===== src/rtl/exe_stage_pipe.sv =====
`default_nettype none
// ============================================================================
// Module   : exe_stage_pipe
// Purpose  : MIPS execute stage with MEM/WB forwarding, hazard stalls, ALU and
//            EX/MEM register. Optional shift-add multiplier under EXE_MUL_EN.
// Revision : 1.0  initial release
// ============================================================================
module exe_stage_pipe #(
    parameter int DW         = 32,
    parameter int RW         = 5,
    parameter int MUL_CYCLES = DW
) (
    input  logic          Clk,
    input  logic          Reset,
    input  logic          EXE_Valid,
    input  logic [RW-1:0] EXE_Rs,
    input  logic [RW-1:0] EXE_Rt,
    input  logic [RW-1:0] EXE_Rd,
    input  logic          EXE_RegDst,
    input  logic [DW-1:0] EXE_BusA,
    input  logic [DW-1:0] EXE_BusB,
    input  logic [DW-1:0] EXE_Imm,
    input  logic          EXE_ALUSrc,
    input  logic [3:0]    EXE_ALUctr,
    input  logic          EXE_RegWr,
    input  logic          EXE_MemWr,
    input  logic          EXE_MemtoReg,
    input  logic [RW-1:0] WB_Rw,
    input  logic          WB_RegWr,
    input  logic [DW-1:0] WB_BusW,
    output logic          Stall,
    output logic          MEM_Valid,
    output logic [DW-1:0] MEM_Result,
    output logic [DW-1:0] MEM_BusB,
    output logic [RW-1:0] MEM_Rw,
    output logic          MEM_RegWr,
    output logic          MEM_MemWr,
    output logic          MEM_MemtoReg,
    output logic          MEM_Zero,
    output logic          MEM_Overflow
);

    localparam logic [3:0] ALU_ADD  = 4'd0;
    localparam logic [3:0] ALU_SUB  = 4'd1;
    localparam logic [3:0] ALU_AND  = 4'd2;
    localparam logic [3:0] ALU_OR   = 4'd3;
    localparam logic [3:0] ALU_XOR  = 4'd4;
    localparam logic [3:0] ALU_NOR  = 4'd5;
    localparam logic [3:0] ALU_SLT  = 4'd6;
    localparam logic [3:0] ALU_SLTU = 4'd7;
    localparam logic [3:0] ALU_LUI  = 4'd8;
    localparam logic [3:0] ALU_MUL  = 4'd9;

    logic          mem_fwd_ok;
    logic [DW-1:0] op_a;
    logic [DW-1:0] fwd_b;
    logic [DW-1:0] alu_b;
    logic          use_rt;
    logic          load_use;
    logic [DW-1:0] sum;
    logic [DW-1:0] diff;
    logic [DW-1:0] alu_res;
    logic          alu_ovf;
    logic [RW-1:0] rw_sel;
    logic          mul_stall;
    logic          mul_done;
    logic [DW-1:0] mul_result;

    // Loads are not forwardable from MEM: their data only exists after memory.
    assign mem_fwd_ok = MEM_Valid & MEM_RegWr & ~MEM_MemtoReg;

    always_comb begin
        op_a = EXE_BusA;
        if ((EXE_Rs != '0) && mem_fwd_ok && (MEM_Rw == EXE_Rs)) begin
            op_a = MEM_Result;
        end else if ((EXE_Rs != '0) && WB_RegWr && (WB_Rw == EXE_Rs)) begin
            op_a = WB_BusW;
        end
    end

    always_comb begin
        fwd_b = EXE_BusB;
        if ((EXE_Rt != '0) && mem_fwd_ok && (MEM_Rw == EXE_Rt)) begin
            fwd_b = MEM_Result;
        end else if ((EXE_Rt != '0) && WB_RegWr && (WB_Rw == EXE_Rt)) begin
            fwd_b = WB_BusW;
        end
    end

    assign alu_b  = EXE_ALUSrc ? EXE_Imm : fwd_b;
    assign rw_sel = EXE_RegDst ? EXE_Rd : EXE_Rt;

    assign use_rt   = ~EXE_ALUSrc | EXE_MemWr;
    assign load_use = EXE_Valid & MEM_Valid & MEM_MemtoReg & MEM_RegWr &
                      (MEM_Rw != '0) &
                      ((MEM_Rw == EXE_Rs) | (use_rt & (MEM_Rw == EXE_Rt)));

    assign sum  = op_a + alu_b;
    assign diff = op_a - alu_b;

    always_comb begin
        alu_res = '0;
        alu_ovf = 1'b0;
        case (EXE_ALUctr)
            ALU_ADD: begin
                alu_res = sum;
                alu_ovf = (op_a[DW-1] == alu_b[DW-1]) && (sum[DW-1] != op_a[DW-1]);
            end
            ALU_SUB: begin
                alu_res = diff;
                alu_ovf = (op_a[DW-1] != alu_b[DW-1]) && (diff[DW-1] != op_a[DW-1]);
            end
            ALU_AND:  alu_res = op_a & alu_b;
            ALU_OR:   alu_res = op_a | alu_b;
            ALU_XOR:  alu_res = op_a ^ alu_b;
            ALU_NOR:  alu_res = ~(op_a | alu_b);
            ALU_SLT:  alu_res = {{(DW-1){1'b0}}, ($signed(op_a) < $signed(alu_b))};
            ALU_SLTU: alu_res = {{(DW-1){1'b0}}, (op_a < alu_b)};
            ALU_LUI:  alu_res = alu_b << (DW/2);
            default: begin
                alu_res = '0;
                alu_ovf = 1'b0;
            end
        endcase
    end

`ifdef EXE_MUL_EN
    localparam logic [1:0] MUL_IDLE = 2'd0;
    localparam logic [1:0] MUL_BUSY = 2'd1;
    localparam logic [1:0] MUL_DONE = 2'd2;
    // Bits of the multiplier retired per BUSY cycle so MUL_CYCLES covers DW.
    localparam int BPC = (DW + MUL_CYCLES - 1) / MUL_CYCLES;
    localparam int CW  = (MUL_CYCLES > 1) ? $clog2(MUL_CYCLES) : 1;

    logic [1:0]    mul_state;
    logic [CW-1:0] mul_cnt;
    logic [DW-1:0] mcand;
    logic [DW-1:0] mplier;
    logic [DW-1:0] acc;
    logic [DW-1:0] acc_next;
    logic          mul_start;

    assign mul_start = EXE_Valid & (EXE_ALUctr == ALU_MUL) & ~load_use &
                       (mul_state == MUL_IDLE);

    always_comb begin
        acc_next = acc;
        for (int k = 0; k < BPC; k++) begin
            if (mplier[k]) begin
                acc_next = acc_next + (mcand << k);
            end
        end
    end

    always_ff @(posedge Clk) begin
        if (Reset) begin
            mul_state <= MUL_IDLE;
            mul_cnt   <= '0;
            mcand     <= '0;
            mplier    <= '0;
            acc       <= '0;
        end else begin
            case (mul_state)
                MUL_IDLE: begin
                    if (mul_start) begin
                        mcand     <= op_a;
                        mplier    <= alu_b;
                        acc       <= '0;
                        mul_cnt   <= '0;
                        mul_state <= MUL_BUSY;
                    end
                end
                MUL_BUSY: begin
                    acc    <= acc_next;
                    mcand  <= mcand << BPC;
                    mplier <= mplier >> BPC;
                    if (mul_cnt == CW'(MUL_CYCLES - 1)) begin
                        mul_state <= MUL_DONE;
                    end else begin
                        mul_cnt <= mul_cnt + CW'(1);
                    end
                end
                MUL_DONE: mul_state <= MUL_IDLE;
                default:  mul_state <= MUL_IDLE;
            endcase
        end
    end

    assign mul_stall  = mul_start | (mul_state == MUL_BUSY);
    assign mul_done   = (mul_state == MUL_DONE);
    assign mul_result = acc;
`else
    assign mul_stall  = 1'b0;
    assign mul_done   = 1'b0;
    assign mul_result = '0;
`endif

    assign Stall = ~Reset & (load_use | mul_stall);

    // The held MUL instruction is still on the EXE inputs in its finish cycle.
    always_ff @(posedge Clk) begin
        if (Reset) begin
            MEM_Valid    <= 1'b0;
            MEM_Result   <= '0;
            MEM_BusB     <= '0;
            MEM_Rw       <= '0;
            MEM_RegWr    <= 1'b0;
            MEM_MemWr    <= 1'b0;
            MEM_MemtoReg <= 1'b0;
            MEM_Zero     <= 1'b0;
            MEM_Overflow <= 1'b0;
        end else if (mul_done) begin
            MEM_Valid    <= EXE_Valid;
            MEM_Result   <= mul_result;
            MEM_BusB     <= fwd_b;
            MEM_Rw       <= rw_sel;
            MEM_RegWr    <= EXE_Valid & EXE_RegWr;
            MEM_MemWr    <= EXE_Valid & EXE_MemWr;
            MEM_MemtoReg <= EXE_Valid & EXE_MemtoReg;
            MEM_Zero     <= (mul_result == '0);
            MEM_Overflow <= 1'b0;
        end else if (load_use | mul_stall | ~EXE_Valid) begin
            MEM_Valid    <= 1'b0;
            MEM_Result   <= '0;
            MEM_BusB     <= '0;
            MEM_Rw       <= '0;
            MEM_RegWr    <= 1'b0;
            MEM_MemWr    <= 1'b0;
            MEM_MemtoReg <= 1'b0;
            MEM_Zero     <= 1'b0;
            MEM_Overflow <= 1'b0;
        end else begin
            MEM_Valid    <= 1'b1;
            MEM_Result   <= alu_res;
            MEM_BusB     <= fwd_b;
            MEM_Rw       <= rw_sel;
            MEM_RegWr    <= EXE_RegWr & ~alu_ovf;
            MEM_MemWr    <= EXE_MemWr;
            MEM_MemtoReg <= EXE_MemtoReg;
            MEM_Zero     <= (alu_res == '0);
            MEM_Overflow <= alu_ovf;
        end
    end

endmodule
`default_nettype wire

===== config.mk =====
export PLATFORM = sky130hd
export DESIGN_NAME = exe_stage_pipe
export DESIGN_NICKNAME = d
export VERILOG_FILES = /design/src/rtl/exe_stage_pipe.sv
export SDC_FILE = /design/constraint.sdc
export NUM_CORES = 1
export LEC_CHECK = 0
export BUFFER_PORTS_ARGS = -buffer_cell sky130_fd_sc_hd__buf_2
export CORE_MARGIN = 10
export CORE_UTILIZATION = 30
export DETAILED_ROUTE_END_ITERATION = 8
export PLACE_DENSITY_LB_ADDON = 0.3
export RECOVER_POWER = 50
export SYNTH_ARGS = -nofsm -noshare
export SYNTH_HDL_FRONTEND = slang
export SYNTH_SLANG_ARGS = --single-unit
export TNS_END_PERCENT = 1

===== constraint.sdc =====
create_clock -name Clk -period 6.3 [get_ports Clk]
set_input_delay 1.26 -clock Clk [delete_from_list [all_inputs] [get_ports Clk]]
set_output_delay 1.26 -clock Clk [all_outputs]
set_load 0.01 [all_outputs]

==> out/metrics.csv <==
stage,metric,value,unit
drt,via count,13000,
drt,DRT iter0 DRCs,1230,
critical_path,cell count of the worst reg-to-reg path,21,
clock_network,clk_lat worst skew,0.35,ns
place,final estimated routing congestion in global placement,1.00,
critical_path,register-to-register setup slack,1.01,ns
synthesis,"Primary FF master, synth",dfxtp_1,
global_routing,vias in the first global route,12500,
place,dpl hpwl,44200,µm
drt,Via density,5.54,
finish,Area growth syn-to-layout,38.1,%
min_path,Worst Min Path Start,MEM_Result[27]$_SDFF_PP0_,
clock_network,"Hold-fix buffers, CTS",0,
power,P_leak,6.31,nW
floorplanning,Initial Util,0.306,
critical_path,Worst R2R Start,MEM_Rw[4]$_SDFF_PP0_,
critical_path,crit end category,flip-flop,
clock_network,clock tree from TritonCTS,yes,
sta,total negative setup slack,0,ns
critical_path,worst-path fanout max,9,
finish,share of layout cells above drive strength 1,0.277,
clock_network,H-Tree Depth,3,
global_routing,initial antenna violation count,1,
critical_path,Reg-to-Reg End,MEM_Zero$_SDFF_PP0_,
global_routing,total track usage,0.240,
sta,Final Max Tran Viols,0,
power,pwr dens,164,nW/µm²
floorplanning,Die X,205,µm
finish,"Design Area, Final",14200,µm²
floorplanning,cell row count,67,
synthesis,Synth warnings,0,
floorplanning,CORE AREA,33600,µm²
global_routing,largest net degree at the start of global routing,58,
critical_path,Crit Path Category,in -> reg,
min_path,hold crit path type,reg -> reg,
sta,final hold vios,0,
global_routing,first-pass GRT wire length,77500,µm
critical_path,crit start category,input pin,
synthesis,net count after synthesis,1714,
floorplanning,DIE HEIGHT,205,µm
global_routing,global route total overflow,0,
critical_path,CP Cell Sequence,buf_2 -> or4_4 -> o211ai_4 -> nor2_4 -> buf_4 -> buf_4 -> buf_4 -> mux2i_1 -> nor2_1 -> a21oi_2 -> o21a_1 -> ha_1 -> inv_2 -> or4_4 -> nor3_1 -> a31oi_2 -> a221o_1 -> a221oi_4 -> nand2_1 -> nor4b_4 -> and4_1 -> and3_1,
sta,actual slew at the worst max-slew pin,1.32,ns
synthesis,"EDFF count, synth",0,
place,Port Buffers,236,
sta,Worst slew margin,0.115,
sta,Final min period,6.10,ns
critical_path,crit-path most repeated cell,buf_4,
sta,fmax,164,MHz
synthesis,Mapped Area,10300,µm²
min_path,hold endpoint,MEM_BusB[27]$_SDFF_PP0_,
outcome,outcome,"complete, no violations",
power,peak supply drop,136,µV
drt,Routed Antenna Nets,0,
run,Max-cap violations,0,
synthesis,cells after synthesis,1455,
drt,WL/cell,22.9,µm
sta,# setup viols final,0,
sta,worst clock skew,0.0104,ns
finish,diodes inserted,0,
critical_path,critical path's largest stage delay,0.58,ns
floorplanning,# IOs,237,
critical_path,crit-path leading delay family,simple AND/OR/NAND/NOR gates,
synthesis,Post-synth ARST share,0,
critical_path,CP arrival,6.40,ns
clock_network,total CTS buffers,9,
min_path,hold depth,2,
finish,nets,2147,
drt,DR DRC count,0,
synthesis,Seq cells post-synth,75,
synthesis,sequential share of the synthesized area,0.146,
synthesis,number of distinct library cells after synthesis,93,
drt,total iterations of the first detailed-routing run,6,
critical_path,WP buf/inv,5,
critical_path,Required @ worst endpoint,6.60,ns
floorplanning,die area,42000,µm²
clock_network,Max clock buf depth,2,
clock_network,CTS sink cnt,75,
synthesis,syn avg cell area,7.06,µm²
drt,DRT Wirelength,53700,µm
place,"Cell Area, Placed",13800,µm²
clock_network,CTS root buf,clkbuf_16,
clock_network,clock slew at reported path FFs,0.07,ns
sta,final period utilization,0.969,
critical_path,slowest CP cell,or4_4,
layout make-up:
cell class,count,area (µm²)
Clock buffer,10,229
Clock inverter,6,66.3
Fill cell,3558,19400
Inverter,96,360
Multi-Input combinational cell,1189,8210
Sequential cell,75,1500
Tap cell,448,561
Timing Repair Buffer,517,3260
worst register-to-register path: stages (launching register included):
cell and delay, ns:
dfxtp_1 0.37, xnor2_1 0.30, o211ai_2 0.14, or2_2 0.36, buf_4 0.21, and3_1 0.16, or2_1 0.26, o21ai_1 0.22
inv_2 0.08, ha_1 0.24, o2111ai_1 0.42, a211oi_2 0.19, or2_2 0.38, a31oi_1 0.29, buf_4 0.19, nand4_1 0.14
a31oi_1 0.34, buf_4 0.18, o21ai_0 0.09, a22o_1 0.25, a22oi_1 0.24, and3_1 0.20
report_power, final:
part           leakage, nW  switching [mW]  internal [mW]
Clock                0.146           0.227          0.308
Sequential           0.614          0.0176          0.497
Combinational         5.55           0.724          0.553
Total                 6.31           0.969           1.36
worst max path at each step:
stage | slack, ns | cells past startpoint | startpoint | end
5_1_grt | -0.02 | 20 | EXE_Rt[4] | MEM_Zero$_SDFF_PP0_
3_5_place_dp | -0.43 | 22 | EXE_Rt[3] | MEM_Zero$_SDFF_PP0_
4_1_cts | 0.03 | 21 | EXE_Rt[3] | MEM_Zero$_SDFF_PP0_
2_1_floorplan | 0.36 | 22 | EXE_Rt[2] | MEM_Zero$_SDFF_PP0_
6_report | 0.20 | 22 | EXE_Rt[4] | MEM_Zero$_SDFF_PP0_
3_3_place_gp | -0.40 | 22 | EXE_Rt[3] | MEM_Zero$_SDFF_PP0_
stage by stage:
step | power (mW) | utilization | instances | setup slack, ns | hold WS [ns]
after floorplan | 1.17 | - | 1455 | 0.356 | 0.571
after global placement | 1.74 | 0.411 | 2321 | -0.400 | 0.535
after detailed placement | 1.75 | 0.411 | 2321 | -0.431 | 0.532
after CTS | 2.29 | 0.420 | 2337 | 0.0252 | 0.550
after global routing | 2.44 | 0.422 | 2341 | -0.0218 | 0.592
final | 2.33 | 0.422 | 2341 | 0.197 | 0.559
routing by layer:
layer,vias up,share of wire,global-route usage
met5,-,0.00021,0
met4,2,0.044,0.109
met3,102,0.10,0.0561
met2,690,0.43,0.377
met1,6057,0.42,0.307
li1,6123,-,-
placed cells by master, fill, tap and decap left out, types with 15 or more instances in the layout:
| cell type | Yosys | layout |
|---|---|---|
| a211oi_1 | 25 | 21 |
| a21o_1 | 17 | 17 |
| a21oi_1 | 98 | 97 |
| a31oi_1 | 16 | 15 |
| and2_1 | 22 | 22 |
| buf_2 | 15 | 161 |
| buf_4 | 0 | 276 |
| clkbuf_1 | 66 | 76 |
| dfxtp_1 | 75 | 75 |
| ha_1 | 96 | 96 |
| inv_1 | 93 | 93 |
| mux2i_1 | 71 | 70 |
| nand2_1 | 137 | 137 |
| nand2b_1 | 15 | 15 |
| nand3_1 | 22 | 22 |
| nor2_1 | 173 | 171 |
| nor2b_1 | 23 | 23 |
| nor3_1 | 31 | 30 |
| o211ai_1 | 24 | 24 |
| o21a_1 | 32 | 32 |
| o21ai_0 | 99 | 99 |
| xnor2_1 | 31 | 31 |
kinds of logic after synthesis:
family	after synthesis	synth area share
xor gates and xnor gates	36	0.0307
muxes	78	0.0798
buffers and inverters	191	0.0732
adders and majority gates	98	0.121
AOI/OAI and AO/OA	468	0.312
and+or+nand+nor	509	0.238
DFF	75	0.146
sequential cells by signal (all words and copies together), names as in the netlist:
name,cells
MEM_BusB,32
MEM_Result,32
MEM_Rw,5
MEM_MemWr,1
MEM_MemtoReg,1
MEM_Overflow,1
MEM_RegWr,1
MEM_Valid,1
MEM_Zero,1
timing repair:
action / CTS / global route
cloned: 0 / 0
setup endpoints to repair: 1 / 3
gates resized for setup: 1 / 23
setup buffers: 0 / 4
pin swaps: 0 / 3
endpoints found under the hold margin: 0 / 0
cells in the mapped netlist (all sizes together), types with 7 or more instances:
cell,instances,share of area
nor2,174,0.064
nand2,137,0.050
o21ai,104,0.051
a21oi,98,0.048
ha,96,0.12
inv,95,0.035
dfxtp,75,0.15
mux2i,73,0.074
clkbuf,67,0.025
nor3,32,0.016
o21a,32,0.023
xnor2,31,0.026
buf,28,0.014
o211ai,27,0.022
a211oi,26,0.019
nor2b,24,0.015
nand3,23,0.012
and2,22,0.013
a21o,17,0.012
a31oi,16,0.0097
o31ai,16,0.012
nand2b,15,0.0091
nand4,13,0.0079
o221ai,13,0.011
a22oi,12,0.0088
o21bai,12,0.0088
and3,11,0.0067
nor4,11,0.0067
nand3b,10,0.0073
a221oi,9,0.0077
a31o,7,0.0060
or2,7,0.0043
or4,7,0.0058
No activity file was read; power rests on OpenSTA's default activity.
